[config.mk]
export PLATFORM = sky130hd
export DESIGN_NAME = rmii_tx_serializer_flat
export DESIGN_NICKNAME = d
export VERILOG_FILES = /design/src/rtl/rmii_tx_serializer_if.sv /design/src/rtl/rmii_tx_serializer.sv /design/src/flat_wrapper.sv
export SDC_FILE = /design/constraint.sdc
export NUM_CORES = 1
export LEC_CHECK = 0
export ABC_AREA = 1
export CORE_AREA = 2 2 50 52
export DETAILED_ROUTE_END_ITERATION = 10
export DIE_AREA = 0 0 52 54
export GPL_TIMING_DRIVEN = 0
export PLACE_DENSITY = 0.8
export SKIP_CTS_REPAIR_TIMING = 1
export SYNTH_ARGS = -nofsm -noshare
export SYNTH_HDL_FRONTEND = slang
export SYNTH_SLANG_ARGS = --single-unit
[constraint.sdc]
create_clock -name clk -period 1.6 [get_ports clk]
set_input_delay 0.16 -clock clk [delete_from_list [all_inputs] [get_ports clk]]
set_output_delay 0.16 -clock clk [all_outputs]
set_load 0.02 [all_outputs]
[src/rtl/rmii_tx_serializer_if.sv]
// rmii_tx_serializer_if
//   Byte stream in, RMII dibit stream out, for rmii_tx_serializer.
//   Handshake: a byte moves on a rising clk edge where s_valid and s_ready
//   are both high. s_ready depends only on the serializer's own state, so
//   the source may look at it before it decides on s_valid. s_data and
//   s_last are don't-care whenever s_ready is low.
//   Signals:
//     s_valid  upstream byte valid
//     s_data   frame byte, sent LSB dibit first
//     s_last   marks the final byte of the frame, taken with s_data
//     s_ready  serializer can take a byte this cycle
//     txd      RMII transmit dibit (registered)
//     tx_en    RMII transmit enable (registered)
//     underrun one-cycle pulse when the source starves mid-frame
//     busy     serializer is anywhere but idle
//   Modports: master = byte source, slave = serializer.
interface rmii_tx_serializer_if;
  logic       s_valid;
  logic [7:0] s_data;
  logic       s_last;
  logic       s_ready;
  logic [1:0] txd;
  logic       tx_en;
  logic       underrun;
  logic       busy;

  modport master (
    output s_valid, s_data, s_last,
    input  s_ready, txd, tx_en, underrun, busy
  );

  modport slave (
    input  s_valid, s_data, s_last,
    output s_ready, txd, tx_en, underrun, busy
  );
endinterface

[src/rtl/rmii_tx_serializer.sv]
// rmii_tx_serializer
//   Turns a byte stream into RMII transmit dibits. Each frame gets a
//   7-byte preamble, then the 0xD5 start delimiter, then the payload bytes
//   (LSB dibit first), then a 48-cycle inter-frame gap.
//   Ports:
//     clk          RMII reference clock, one dibit per cycle
//     rst          synchronous, active-high reset
//     bus          rmii_tx_serializer_if.slave (byte input, RMII output)
//     dbg_state_o  current FSM state, for debug visibility
module rmii_tx_serializer (
  input  logic                       clk,
  input  logic                       rst,
  rmii_tx_serializer_if.slave        bus,
  output logic [2:0]                 dbg_state_o
);

  typedef enum logic [2:0] {
    IDLE     = 3'd0,
    PREAMBLE = 3'd1,
    SFD      = 3'd2,
    DATA     = 3'd3,
    IFG      = 3'd4
  } state_t;

  localparam logic [5:0] PREAMBLE_LAST = 6'd27; // 28 cycles
  localparam logic [5:0] IFG_LAST      = 6'd47; // 48 cycles

  state_t     state_q, state_d;
  logic [1:0] dibit_q, dibit_d;
  logic [5:0] cyc_q, cyc_d;
  logic [7:0] shift_q, shift_d;
  logic       last_q, last_d;
  logic [1:0] txd_q, txd_d;
  logic       tx_en_q, tx_en_d;
  logic       underrun_q, underrun_d;

  logic ready;
  logic take;
  logic starve;

  // A byte slot opens on the final dibit of SFD and on the final dibit of
  // every payload byte that is not the frame's last one.
  assign ready  = !rst && (dibit_q == 2'd3) &&
                  ((state_q == SFD) || ((state_q == DATA) && !last_q));
  assign take   = ready && bus.s_valid;
  assign starve = ready && !bus.s_valid;

  always_comb begin
    state_d    = state_q;
    dibit_d    = (state_q == IDLE) ? 2'd0 : dibit_q + 2'd1;
    cyc_d      = '0;
    shift_d    = shift_q;
    last_d     = last_q;
    underrun_d = starve;

    case (state_q)
      IDLE: begin
        if (bus.s_valid) state_d = PREAMBLE;
      end
      PREAMBLE: begin
        if (cyc_q == PREAMBLE_LAST) state_d = SFD;
        else                        cyc_d   = cyc_q + 6'd1;
      end
      SFD: begin
        if (dibit_q == 2'd3) state_d = take ? DATA : IFG;
      end
      DATA: begin
        shift_d = {2'b00, shift_q[7:2]};
        if (dibit_q == 2'd3 && (last_q || starve)) state_d = IFG;
      end
      IFG: begin
        if (cyc_q == IFG_LAST) state_d = IDLE;
        else                   cyc_d   = cyc_q + 6'd1;
      end
      default: state_d = IDLE;
    endcase

    if (take) begin
      shift_d = bus.s_data;
      last_d  = bus.s_last;
    end

    // Outputs are registered from the next state, so the line shows exactly
    // what the state being entered stands for, with no extra cycle of lag.
    tx_en_d = (state_d == PREAMBLE) || (state_d == SFD) || (state_d == DATA);
    case (state_d)
      PREAMBLE: txd_d = 2'b01;
      SFD:      txd_d = (dibit_d == 2'd3) ? 2'b11 : 2'b01;
      DATA:     txd_d = shift_d[1:0];
      default:  txd_d = 2'b00;
    endcase
  end

  always_ff @(posedge clk) begin
    if (rst) begin
      state_q    <= IDLE;
      dibit_q    <= 2'd0;
      cyc_q      <= '0;
      shift_q    <= '0;
      last_q     <= 1'b0;
      txd_q      <= 2'b00;
      tx_en_q    <= 1'b0;
      underrun_q <= 1'b0;
    end else begin
      state_q    <= state_d;
      dibit_q    <= dibit_d;
      cyc_q      <= cyc_d;
      shift_q    <= shift_d;
      last_q     <= last_d;
      txd_q      <= txd_d;
      tx_en_q    <= tx_en_d;
      underrun_q <= underrun_d;
    end
  end

  assign bus.s_ready  = ready;
  assign bus.txd      = txd_q;
  assign bus.tx_en    = tx_en_q;
  assign bus.underrun = underrun_q;
  assign bus.busy     = (state_q != IDLE);
  assign dbg_state_o  = state_q;

endmodule

[src/flat_wrapper.sv]
// flat-port wrapper written by rule: the top's interface ports become plain ports
module rmii_tx_serializer_flat 
  (clk, rst, dbg_state_o, bus_s_valid, bus_s_data, bus_s_last, bus_s_ready, bus_txd, bus_tx_en, bus_underrun, bus_busy);
  rmii_tx_serializer_if bus_i ();
  input  logic clk;
  input  logic rst;
  output logic [2:0] dbg_state_o;
  input wire logic [$bits(bus_i.s_valid)-1:0] bus_s_valid;
  input wire logic [$bits(bus_i.s_data)-1:0] bus_s_data;
  input wire logic [$bits(bus_i.s_last)-1:0] bus_s_last;
  output wire logic [$bits(bus_i.s_ready)-1:0] bus_s_ready;
  output wire logic [$bits(bus_i.txd)-1:0] bus_txd;
  output wire logic [$bits(bus_i.tx_en)-1:0] bus_tx_en;
  output wire logic [$bits(bus_i.underrun)-1:0] bus_underrun;
  output wire logic [$bits(bus_i.busy)-1:0] bus_busy;
  assign bus_i.s_valid = bus_s_valid;
  assign bus_i.s_data = bus_s_data;
  assign bus_i.s_last = bus_s_last;
  assign bus_s_ready = bus_i.s_ready;
  assign bus_txd = bus_i.txd;
  assign bus_tx_en = bus_i.tx_en;
  assign bus_underrun = bus_i.underrun;
  assign bus_busy = bus_i.busy;
  rmii_tx_serializer u_core (.clk(clk), .rst(rst), .bus(bus_i), .dbg_state_o(dbg_state_o));
endmodule
Word level (Yosys, flattened, before mapping)
Index checks and enable logic that the tools add are counted.

word-level totals
  register bits = 24
  bits of input ports = 12

cells by class
  reduce and logical (&&, ||, !) cells = 16
  $add $sub $neg = 2
  multiplexer cells = 15
  equality and inequality tests = 11

operator list
  kind                   number
  $mux W3                6
  $mux W8                2
  $pmux W3 S5            1
  $eq A3 B2 Y1 const B   4
  $mux W6                2
  $pmux W6 S2            1
  $add A6 B1 Y6 const B  1
  $eq A3 B1 Y1 const B   2
  $eq A6 B5 Y1 const B   1
  $eq A6 B6 Y1 const B   1
  $logic_and A1 B1 Y1    6
  $pmux W2 S3            1
  $eq A2 B2 Y1 const B   2
  $logic_or A1 B1 Y1     4
  $mux W2                2
  $eq A3 B3 Y1 const B   1
  $logic_not A1 Y1       3
  $logic_not A3 Y1       1
  $reduce_bool A3 Y1     1
  $add A2 B1 Y2 const B  1
  $reduce_bool A2 Y1     1

Depth between registers and ports, before layout
  depth after elaboration = 12
  depth in mapped cells = 11
  gate-level depth less buffers = 11

Worst setup path before layout
OpenSTA, ideal clock, no wires.

  kind = flip-flop to flip-flop
  from = register u_core.dibit_q[0]
  to = register u_core.txd_q[1] (netlist: u_core.bus.txd[1])
  path buffers = 1
  stages on the path, launching flop included = 10
  path slack = 0.188 ns
  arrival = 1.300 ns
  period minus slack after synthesis = 1.412 ns
  setup time = 0.112 ns
  cells stage by stage = dfxtp_1 ha_1 nand2_2 nor2_4 nand3_2 buf_2 o21ai_1 nand2_1 nand2_1 nor2_1

on the way
  cells in the longest elaborated chain, start to end = 10
  elaborated cells between the ends (all ways) = 20

ends and longest elaborated chain
  item                                                 line                                                                          text
  start, declared                                      rmii_tx_serializer.sv:29                                                      logic [1:0] dibit_q, dibit_d;
  start signal, assigned                               rmii_tx_serializer.sv:106                                                     dibit_q <= dibit_d;
  $eq A2 B2 Y1                                         rmii_tx_serializer.sv:43, rmii_tx_serializer.sv:65, rmii_tx_serializer.sv:69
  $logic_and A1 B1 Y1 (2 in a row)                     rmii_tx_serializer.sv:43                                                      assign ready = !rst && (dibit_q == 2'd3) &&
  $logic_and A1 B1 Y1                                  rmii_tx_serializer.sv:46                                                      assign starve = ready && !bus.s_valid;
  $logic_or A1 B1 Y1                                   rmii_tx_serializer.sv:69                                                      if (dibit_q == 2'd3 && (last_q || starve)) state_d = IFG;
  $logic_and A1 B1 Y1                                  rmii_tx_serializer.sv:69
  $mux W3                                              rmii_tx_serializer.sv:69
  $pmux W3 S5                                          rmii_tx_serializer.sv:56                                                      case (state_q)
  $eq A3 B2 Y1 / $eq A3 B1 Y1 (equally long branches)  rmii_tx_serializer.sv:86                                                      case (state_d)
  $pmux W2 S3 *                                        rmii_tx_serializer.sv:86
  end signal, assigned                                 rmii_tx_serializer.sv:110                                                     txd_q <= txd_d;
  end, declared                                        rmii_tx_serializer.sv:33                                                      logic [1:0] txd_q, txd_d;

Mark *: on every way between the ends. The rest lies on a longest branch, timed or not.
A chain may end at the register's enable or synchronous reset.

Final worst setup path
  from = register u_core.state_q[2] (netlist: u_core.dbg_state_o[2])
  to = output dbg_state_o[2]

RTL lines
  item                    line                       text
  start, declared         rmii_tx_serializer.sv:28   state_t state_q, state_d;
  start signal, assigned  rmii_tx_serializer.sv:105  state_q <= state_d;
  end, declared           flat_wrapper.sv:7          output logic [2:0] dbg_state_o;

No word-level cell between the ends.

==> results.cfg <==
[detailed_routing]
wire_per_inst_um = 11.0
ant_nets = 0
wirelength_um = 2200
first_iter_violations = 11
via_per_inst = 5.06
vias = 1011
post-route-drc-count = 0
drtPass1Iterations = 4

[timing]
finalCritPeriodShare = 0.964
max_slew_margin = 0.690
fin_ws_ps = 58.1
fin_skew_ps = 7.56
period_needed_ps = 1540
hold_slack_ps = 400
worst_slew_pin_slew_ps = 465
hold_viol = 0
drv_slew = 0
fmax_mhz = 649
finalSetupViolCount = 0

[global_route]
grt_pass1_vias = 1019
globalRouteTotalUtil = 0.187
grt_pass1_wl_um = 3960
grt_max_degree = 13
antenna_found_initial = 0
grt_overflow_total = 0

[cells_and_area]
fin_util = 0.595
layout_commonest_cell = nand2_1
final_cell_mix = nand2_1, dfxtp_1, clkdlybuf4s50_1
diodes = 0
fin_nets = 186
n_fill_cell = 218
area_growth_pct = 27.7
drive_above_1_share = 0.171

[floorplanning]
die_w_um = 52
dieHeight_um = 54
rows = 18
placeableCoreArea_um2 = 2320
dieArea_um2 = 2810
start_util = 0.466
design.portCount = 21

[synthesis]
postSynthAreaPerCell_um2 = 7.35
synth_top_area_frac = 0.444
synthDistinctLibCells = 24
yosysSeqAreaShare = 0.444
yosys.area.top_type = dfxtp_1
synth_cells = 147
ys_ff_latch = 24
netlist_top_cells_area = dfxtp_1, nand2_1, nor2_1
ys.flop_type = dfxtp_1
ys_async_sr_fraction = 0
yosysWarnings = 0
synth_edf_count = 0
synth_nets = 161
synth_area_um2 = 1080

[placement]
place_ws_ps = -251
io_buffers = 20
dp_hpwl_um = 1710
place.gp.congestion = 0.767

[clock_tree]
clk_path_buf_depth = 2
cts_buffers = 3
cts.clk_slew.worst_paths_ps = 120
clock-sinks = 24
cts-root-buf = clkbuf_4
clk_latency_ps = 310
cts_tree = done
ctsHtreeMaxLevel = 1

[run_status]
status = completed

[setup_path]
critPathArrivalTime_ps = 1380
r2r_slack_ps = 100
cp.depth = 1
cp.required_ps = 1440
crit_chain = clkdlybuf4s50_1
r2r_cells = 11
cp_max_fo = 3
max_stage_delay_ps = 640
timing.rr.start = u_core.cyc_q[0]
critPathSlowestCell = clkdlybuf4s50_1
r2r_end = u_core.bus.txd[1]
crit_type = register to output port
critPathCaptureType = output port
cp_top_family = buffers and inverters
critPathBufInv = 1
startpoint_type = register

[min_path]
hold-path-endpoint = u_core.shift_q[6]
min_path_type = primary input to register
hold_path_startpoint = bus_s_data[6]
hold_depth = 3

[pwr]
peakVddDrop_v = 0.000473
power_leakage_nw = 0.584
p_per_area_nw_per_um2 = 717

[run]
drv_cap = 0
==> cell type report <==
class                      count  area (µm²)  area share
multi-input combinational    104         559       0.405
timing repair buffer          20         198       0.143
clock buffer                   3        22.5      0.0163
tap                           30        37.5      0.0272
sequential                    24         488       0.354
buffer                         2        11.3     0.00816
inverter                      17        63.8      0.0462
==> worst max path at each step <==
stage                                startpoint                end  slack (ps)
final                     u_core.dbg_state_o[2]     dbg_state_o[2]          60
after global routing            u_core.cyc_q[0]  u_core.bus.txd[1]         -40
after CTS                     u_core.dibit_q[0]        bus_s_ready        -440
after detailed placement                    rst        bus_s_ready        -250
after global placement                      rst        bus_s_ready        -240
after floorplan               u_core.dibit_q[0]  u_core.bus.txd[1]         190
==> cell usage after synthesis (2+ instances only) <==
cell type,count
nand2_1,42
dfxtp_1,24
nor2_1,18
inv_1,12
nand3_1,11
a21oi_1,6
a31oi_1,5
inv_2,5
nor2_2,3
xor2_1,3
ha_1,2
nand3_2,2
nor3_1,2
o21ai_1,2
==> state kept, by name (all words and copies together) (netlist names) <==
name	count
u_core.dibit_q	2
u_core.bus.txd	2
u_core.bus.underrun	1
u_core.dbg_state_o	3
u_core.last_q	1
u_core.shift_q	8
u_core.bus.tx_en	1
u_core.cyc_q	6
==> report_power, final <==
group          total (W)  internal, W  switching, W  leakage [nW]
combinational   0.000116    0.0000583     0.0000572         0.374
sequential      0.000617     0.000608    0.00000912         0.196
clock           0.000256    0.0000880      0.000168        0.0138
==> layer usage <==
metal,global-route usage,vias to the layer above,share of wire
met1,0.216,464,0.45
met2,0.327,27,0.49
met4,0.0965,0,0.015
met5,0,-,0
met3,0.0361,5,0.048
li1,-,515,-
==> logic make-up after synthesis <==
kind of cell               Yosys count  synth area share
AOI/OAI and AO/OA                   15            0.0775
and+or+nand+nor                     83             0.355
xor gates and xnor gates             4            0.0324
adders and majority gates            2            0.0231
buffers and inverters               19            0.0671
DFF                                 24             0.444
==> metrics by stage <==
step	setup TNS, ps	cells	power (W)	cell area, µm²
floorplan	0	147	0.000683	1080
global placement	-648	197	0.000737	1320
detailed placement	-907	197	0.000741	1320
CTS	-676	200	0.000995	1340
global route	-41.5	200	0.00104	1380
finish	0	200	0.000989	1380
No activity file was read; power rests on OpenSTA's default activity.
